$ cat src/rtl/bus_encode_burst.sv
// Command-to-byte-stream framer: 0x55 header, address bytes, length, write data.
// Optional trailing checksum byte when BUS_ENCODE_BURST_CKSUM_EN is defined.
module bus_encode_burst #(
    parameter int unsigned ADDR_W  = 14,
    parameter int unsigned MAX_LEN = 16
) (
    input  logic              clk,
    input  logic              rst,
    input  logic              sink_stb,
    output logic              sink_ack,
    input  logic              sink_wr,
    input  logic [ADDR_W-1:0] sink_a,
    input  logic [7:0]        sink_len,
    input  logic              wdat_stb,
    output logic              wdat_ack,
    input  logic [7:0]        wdat_d,
    output logic              source_stb,
    input  logic              source_ack,
    output logic [7:0]        source_d,
    output logic              source_last,
    output logic              busy,
    output logic              err_len
);

    localparam int unsigned NAB  = (ADDR_W + 2 + 7) / 8;
    localparam int unsigned AF_W = NAB * 8;

    typedef enum logic [2:0] {
        S_IDLE,
        S_HEADER,
        S_ADDR,
        S_LEN,
        S_DFETCH,
        S_DATA
`ifdef BUS_ENCODE_BURST_CKSUM_EN
        , S_CKSUM
`endif
    } state_t;

    state_t            state_q;
    logic              wr_q;
    logic [7:0]        len_q;
    logic [AF_W-1:0]   af_q;
    logic [7:0]        cnt_q;
    logic              sink_ack_q;
    logic              wdat_ack_q;
    logic              source_stb_q;
    logic [7:0]        source_d_q;
    logic              source_last_q;
    logic              busy_q;
    logic              err_len_q;
`ifdef BUS_ENCODE_BURST_CKSUM_EN
    logic [7:0]        cksum_q;
    logic [7:0]        cksum_d;
`endif

    logic              xfer;
    logic [AF_W-1:0]   af_d;
    logic [8:0]        len_p1;
    logic              reject;

    assign xfer   = source_stb_q && source_ack;
    assign len_p1 = 9'(sink_len) + 9'd1;
    assign reject = len_p1 > 9'(MAX_LEN);

    // Address field: {wr, 0, zero-extended address}, shifted out MSB first
    always_comb begin
        af_d           = AF_W'(sink_a);
        af_d[AF_W-1]   = sink_wr;
    end

`ifdef BUS_ENCODE_BURST_CKSUM_EN
    assign cksum_d = cksum_q + source_d_q;
`endif

    always_ff @(posedge clk or posedge rst) begin
        if (rst) begin
            state_q       <= S_IDLE;
            wr_q          <= 1'b0;
            len_q         <= 8'h00;
            af_q          <= '0;
            cnt_q         <= 8'h00;
            sink_ack_q    <= 1'b0;
            wdat_ack_q    <= 1'b0;
            source_stb_q  <= 1'b0;
            source_d_q    <= 8'h00;
            source_last_q <= 1'b0;
            busy_q        <= 1'b0;
            err_len_q     <= 1'b0;
`ifdef BUS_ENCODE_BURST_CKSUM_EN
            cksum_q       <= 8'h00;
`endif
        end else begin
            sink_ack_q <= 1'b0;
            wdat_ack_q <= 1'b0;
            err_len_q  <= 1'b0;
`ifdef BUS_ENCODE_BURST_CKSUM_EN
            if (xfer && state_q != S_CKSUM) begin
                cksum_q <= cksum_d;
            end
`endif
            case (state_q)
                S_IDLE: begin
                    // Skipping the cycle after an ack keeps sink_ack a single pulse
                    if (sink_stb && !sink_ack_q) begin
                        sink_ack_q <= 1'b1;
                        wr_q       <= sink_wr;
                        len_q      <= sink_len;
                        af_q       <= af_d;
                        cnt_q      <= 8'h00;
`ifdef BUS_ENCODE_BURST_CKSUM_EN
                        cksum_q    <= 8'h00;
`endif
                        if (reject) begin
                            err_len_q <= 1'b1;
                        end else begin
                            state_q       <= S_HEADER;
                            busy_q        <= 1'b1;
                            source_stb_q  <= 1'b1;
                            source_d_q    <= 8'h55;
                            source_last_q <= 1'b0;
                        end
                    end
                end
                S_HEADER: begin
                    if (xfer) begin
                        source_d_q <= af_q[AF_W-1 -: 8];
                        af_q       <= af_q << 8;
                        cnt_q      <= 8'h00;
                        state_q    <= S_ADDR;
                    end
                end
                S_ADDR: begin
                    if (xfer) begin
                        if (cnt_q == 8'(NAB - 1)) begin
                            source_d_q <= len_q;
                            cnt_q      <= 8'h00;
                            state_q    <= S_LEN;
`ifndef BUS_ENCODE_BURST_CKSUM_EN
                            source_last_q <= !wr_q;
`endif
                        end else begin
                            source_d_q <= af_q[AF_W-1 -: 8];
                            af_q       <= af_q << 8;
                            cnt_q      <= cnt_q + 8'd1;
                        end
                    end
                end
                S_LEN: begin
                    if (xfer) begin
                        if (wr_q) begin
                            source_stb_q <= 1'b0;
                            state_q      <= S_DFETCH;
                        end else begin
`ifdef BUS_ENCODE_BURST_CKSUM_EN
                            source_d_q    <= cksum_d;
                            source_last_q <= 1'b1;
                            state_q       <= S_CKSUM;
`else
                            source_stb_q  <= 1'b0;
                            source_last_q <= 1'b0;
                            busy_q        <= 1'b0;
                            state_q       <= S_IDLE;
`endif
                        end
                    end
                end
                S_DFETCH: begin
                    if (wdat_stb) begin
                        wdat_ack_q   <= 1'b1;
                        source_d_q   <= wdat_d;
                        source_stb_q <= 1'b1;
                        state_q      <= S_DATA;
`ifndef BUS_ENCODE_BURST_CKSUM_EN
                        source_last_q <= (cnt_q == len_q);
`endif
                    end
                end
                S_DATA: begin
                    // cnt_q indexes the byte on the bus, so it never exceeds 255
                    if (xfer) begin
                        if (cnt_q == len_q) begin
`ifdef BUS_ENCODE_BURST_CKSUM_EN
                            source_d_q    <= cksum_d;
                            source_last_q <= 1'b1;
                            state_q       <= S_CKSUM;
`else
                            source_stb_q  <= 1'b0;
                            source_last_q <= 1'b0;
                            busy_q        <= 1'b0;
                            state_q       <= S_IDLE;
`endif
                        end else begin
                            cnt_q        <= cnt_q + 8'd1;
                            source_stb_q <= 1'b0;
                            state_q      <= S_DFETCH;
                        end
                    end
                end
`ifdef BUS_ENCODE_BURST_CKSUM_EN
                S_CKSUM: begin
                    if (xfer) begin
                        source_stb_q  <= 1'b0;
                        source_last_q <= 1'b0;
                        busy_q        <= 1'b0;
                        state_q       <= S_IDLE;
                    end
                end
`endif
                default: begin
                    state_q <= S_IDLE;
                end
            endcase
        end
    end

    assign sink_ack    = sink_ack_q;
    assign wdat_ack    = wdat_ack_q;
    assign source_stb  = source_stb_q;
    assign source_d    = source_d_q;
    assign source_last = source_last_q;
    assign busy        = busy_q;
    assign err_len     = err_len_q;

endmodule

$ cat config.mk
export PLATFORM = sky130hd
export DESIGN_NAME = bus_encode_burst
export DESIGN_NICKNAME = d
export VERILOG_FILES = /design/src/rtl/bus_encode_burst.sv
export SDC_FILE = /design/constraint.sdc
export NUM_CORES = 1
export LEC_CHECK = 0
export BUFFER_PORTS_ARGS = -buffer_cell sky130_fd_sc_hd__buf_2
export CORE_MARGIN = 2
export CORE_UTILIZATION = 35
export DETAILED_ROUTE_END_ITERATION = 6
export GPL_ROUTABILITY_DRIVEN = 0
export PLACE_DENSITY_LB_ADDON = 0.05
export SETUP_SLACK_MARGIN = 0.1
export SKIP_LAST_GASP = 1
export SLEW_MARGIN = 20
export SYNTH_ARGS = -nofsm -noshare
export SYNTH_HDL_FRONTEND = slang
export SYNTH_SLANG_ARGS = --single-unit
$ cat constraint.sdc
create_clock -name clk -period 2.5 [get_ports clk]
set_input_delay 0.5 -clock clk [delete_from_list [all_inputs] [get_ports clk]]
set_output_delay 0.5 -clock clk [all_outputs]
set_load 0.03 [all_outputs]
Word-level counts from Yosys, hierarchy flattened:

Index checks and enable logic that the tools add are counted.

* register bits: 50
* output and inout bits: 14

* add/sub/neg operators: 2
* magnitude comparators: 1
* equality and inequality tests: 20
* multiplexer cells: 53
* reduce and logical (&&, ||, !) cells: 20

Operators by type and width (number)
* two-way mux 8 bit: 12
* two-way mux 16 bit: 4
* one-hot mux 8 bit (4 select lines): 2
* one-hot mux 16 bit (3 select lines): 1
* two-way mux 3 bit: 10
* inequality test 2 bit (second input constant): 12
* two-way mux 1 bit: 20
* one-hot mux 3 bit (6 select lines): 1
* AND reduction 6 bit: 2
* AND reduction 10 bit: 1
* AND reduction 5 bit: 2
* adder 8 x 1 -> 9 bit (second input constant): 1
* > comparator 9 x 5 -> 1 bit (second input constant): 1
* nonzero test 3 bit: 3
* adder 8 x 1 -> 8 bit (second input constant): 1
* equality test 8 x 1 -> 1 bit (second input constant): 1
* equality test 8 bit: 1
* AND reduction 8 bit: 1
* nonzero test 4 bit: 2
* AND reduction 7 bit: 1
* equality test 3 x 2 -> 1 bit (second input constant): 2
* equality test 3 bit (second input constant): 2
* one-hot mux 1 bit (3 select lines): 2
* one-hot mux 1 bit (5 select lines): 1
* other kinds (8): 10

Logic depth before layout (Yosys ltp):

* word-level depth: 5
* mapped depth: 8
* mapped depth without buffers: 7

Least setup slack after synthesis:

No wires, ideal clock.

* path type: register -> register
* from: register cnt_q[1]
* to: register source_last_q (netlist: source_last)
* arrival: 1.869 ns
* data required time: 2.372 ns
* slack: 0.504 ns
* stages on the path, launching flop included: 8
* path buffers: 0
* cells stage by stage: dfrtp_1 > inv_1 > ha_1 > or4b_4 > nor4_1 > o311ai_1 > a211oi_1 > mux2_1

* longest elaborated chain between the ends: 3
* elaborated cells on any way between the ends: 7
* those cells by class: eq/ne: 4; mux: 2; reduce/logical: 1

RTL lines
* start: declaration: RTL line 44 `logic [7:0] cnt_q;`
* start signal: assignment: RTL line 145 `cnt_q <= cnt_q + 8'd1;`
* start signal: assignment: RTL line 194 `cnt_q <= cnt_q + 8'd1;`
* equality test 8 bit / equality test 8 x 1 -> 1 bit (equally long branches): RTL line 175, 182, 135
* inequality test 2 bit (no line) / two-way mux 1 bit (equally long branches)
* AND reduction 10 bit (no line) / one-hot mux 1 bit (5 select lines) (equally long branches)
* end signal: assignment: RTL line 140 `source_last_q <= !wr_q;`
* end signal: assignment: RTL line 175 `source_last_q <= (cnt_q == len_q);`
* end: declaration: RTL line 49 `logic source_last_q;`

Several ways; a longest one is shown, not always the timed one. The select of a mux whose other input is x is not followed.
A chain may end at the register's enable or synchronous reset.

Worst setup path in the final report:

* from: register cnt_q[4]
* to: register source_last_q (netlist: source_last)

Same word-level chain as after synthesis.

==> metrics <==
status completed; Crit path buffers/inverters 1; syn_nets 345; setup tns final 0 ns; required time of the critical path 2.69 ns; CTS Sinks 50; number of antenna diodes 0; Reg clk slew, reported paths 0.10 ns; fin nets 400; register bit count reported by yosys 50; GRT Total Usage 18.4%; core area 7690 µm²; Crit Path Category reg -> reg; post-CTS setup buffer count 0; clk_lat worst skew 0.31 ns; Cell Int Power 0.00106 W; ys async rst share 100%; number of global-route vias before repair 2374; Max-slew headroom 59.0%; Starting Density 36.0%; antenna viol nets, final 0; Synth area leaders dfrtp_1 45%, nand2_1 10%, o21ai_0 4.9%, mux2i_1 2.9%, xor2_1 2.8%; data arrival time of the worst path 2.45 ns; wirelength, routed 7.55 mm; post-synth top area share 45.2%; Post-CTS Resized 1; Yosys warnings 0; synthesized cell area 2770 µm²; Cell Chain, Critical Path buf_4 -> xor2_1 -> nor4_2 -> nand2_1 -> a211oi_1 -> mux2_1; Comb power frac 4.5%; Cell Pwr Density 421 nW/µm²; CP startpoint kind flip-flop; Final Hold Vio Count 0; Max Clk Rate 0.442 GHz; CTS tree built; sequential area share after synthesis 45.2%; r2r setup slk 0.24 ns; Crit path max-delay family simple AND/OR/NAND/NOR gates; 1st-iter DRT viols 145; switching power 0.000325 W; Post-CTS Hold Buffers 0; area leader, netlist dfrtp_1; maximum capacitance violations 0; dominant cell by count in the synthesized netlist nand2_1; cts bufs inserted 5; distinct cell type count of the synthesized netlist 58; die area 8630 µm²; Critical Path Max Stage Delay 0.55 ns; min cycle time layout 2.26 ns; DP HPWL 5.63 mm; WL/cell 16.2 µm; Worst-Margin Slew 0.614 ns; total power draw 0.00138 W; routed via count 2444; reg2reg path depth 6; crit share post-route 90.4%; IO Pins 50; CTS H-Tree Depth 2; Lkg Pwr 1.65 nW; FF-to-FF Start cnt_q[4]; clock power share 37.1%; min-delay worst type in -> async; grt total ovfl 0; Pre-Repair DR Iteration Count 4; Mapped Cells 307; Peak supply drop 0.240 mV; Crit. path cell count 6; crit path capture type flip-flop; Sw Share 23.5%; PortBufs 49; pin count of the biggest net entering global routing 33; Post-synth top cells 74 x nand2_1, 50 x dfrtp_1, 27 x o21ai_0; area grow syn2layout 18.9%; layout cell share with drive strength beyond 1 24.5%; initial antenna violation count 0; Worst Skew 0.0106 ns; dominant synthesized flop cell dfrtp_1; # setup viols final 0; Worst path slowest cell nor4_2; end of the critical path source_last; Max Slew Vio Count 0; Flop pwr share 58.4%; Residual DRC 0; vias per std cell 5.26; reg-to-reg endpoint source_last; FP Rows 32; CTS Root Buffer Type clkbuf_8; EDFF count, synth 0; Syn Area/Cell 9.01 µm²; unrepaired setup endpoints after global routing false; die height 92.9 µm; first-pass GRT wire length 12.4 mm; die width 92.9 µm; CP startpoint cnt_q[4]; largest fanout on the critical path 7; Clock Tree Buf Depth 2
[worst min path at each step]
stage	startpoint	end	slack (ns)	cells past startpoint
2_1_floorplan	af_q[15]	af_q[15]	0.45	2
3_3_place_gp	af_q[5]	af_q[5]	0.46	2
3_5_place_dp	af_q[5]	af_q[5]	0.47	2
4_1_cts	rst	wdat_ack	0.21	2
5_1_grt	rst	wdat_ack	0.23	2
6_report	rst	wdat_ack	0.19	2
[power groups by stage]
stage	registers, W	clock network [W]	logic (W)
after floorplan	0.000824	0	0.0000212
after global placement	0.000824	0	0.0000646
after detailed placement	0.000824	0	0.0000647
after CTS	0.000808	0.000532	0.0000649
after global routing	0.000808	0.000565	0.0000716
final	0.000808	0.000513	0.0000627
[metal layers]
layer | wire length [µm] | global-route usage (%) | vias to the layer above
met2 | 3370 | 27.9 | 75
met5 | 0 | 0 | -
met4 | 97 | 4.78 | 0
met1 | 3650 | 27.2 | 1160
li1 | - | - | 1199
met3 | 433 | 3.01 | 10
[cell type report]
cell class | count | area [µm²]
fillers | 820 | 4400
multi-input cells | 231 | 1420
flip-flops and latches | 50 | 1250
repair buffers | 65 | 365
well taps | 102 | 128
clock buffers | 6 | 82.6
inverters | 9 | 33.8
clock inverters | 2 | 12.5
[registers in the layout, summed over array words and instances (netlist names)]
| name | flops |
|---|---|
| af_q | 16 |
| cnt_q | 8 |
| len_q | 8 |
| source_d | 8 |
| state_q | 3 |
| busy | 1 |
| err_len | 1 |
| sink_ack | 1 |
| source_last | 1 |
| source_stb | 1 |
| wdat_ack | 1 |
| wr_q | 1 |
[per-stage QoR]
step	hold slack (ns)	utilization, %	worst slack, ns	cells	instance area (µm²)
6_report	0.190	42.8	0.240	465	3290
2_1_floorplan	0.449	-	0.504	307	2770
4_1_cts	0.209	42.8	0.269	465	3290
3_5_place_dp	0.469	41.5	0.0563	457	3190
5_1_grt	0.235	42.8	0.149	465	3290
3_3_place_gp	0.460	41.5	0.0935	457	3190
[kinds of logic (layout without fill, tap and decap cells)]
kind of cell    Yosys count  in the layout  synth area share [%]
simple gates            127            127                  22.8
compound gates           81             81                  19.8
flops                    50             50                  45.2
buf+inv                  26             82                  3.98
mux                      11             11                  4.12
xor+xnor                 10             10                  3.17
fa+ha+maj                 2              2                 0.904
[cells in the final DEF (no fill, tap or decap), drive strengths merged, types with 5 or more instances in the layout]
cell type	netlist	layout
nor2	15	15
mux2i	8	8
o21ai	32	32
and3	5	5
nand3	6	6
xor2	9	9
dfrtp	50	50
and2	5	5
buf	9	65
a31oi	5	5
inv	8	8
a21oi	10	10
clkbuf	8	6
a21o	5	5
nand2	74	74
(Power assumes the default switching activity.)
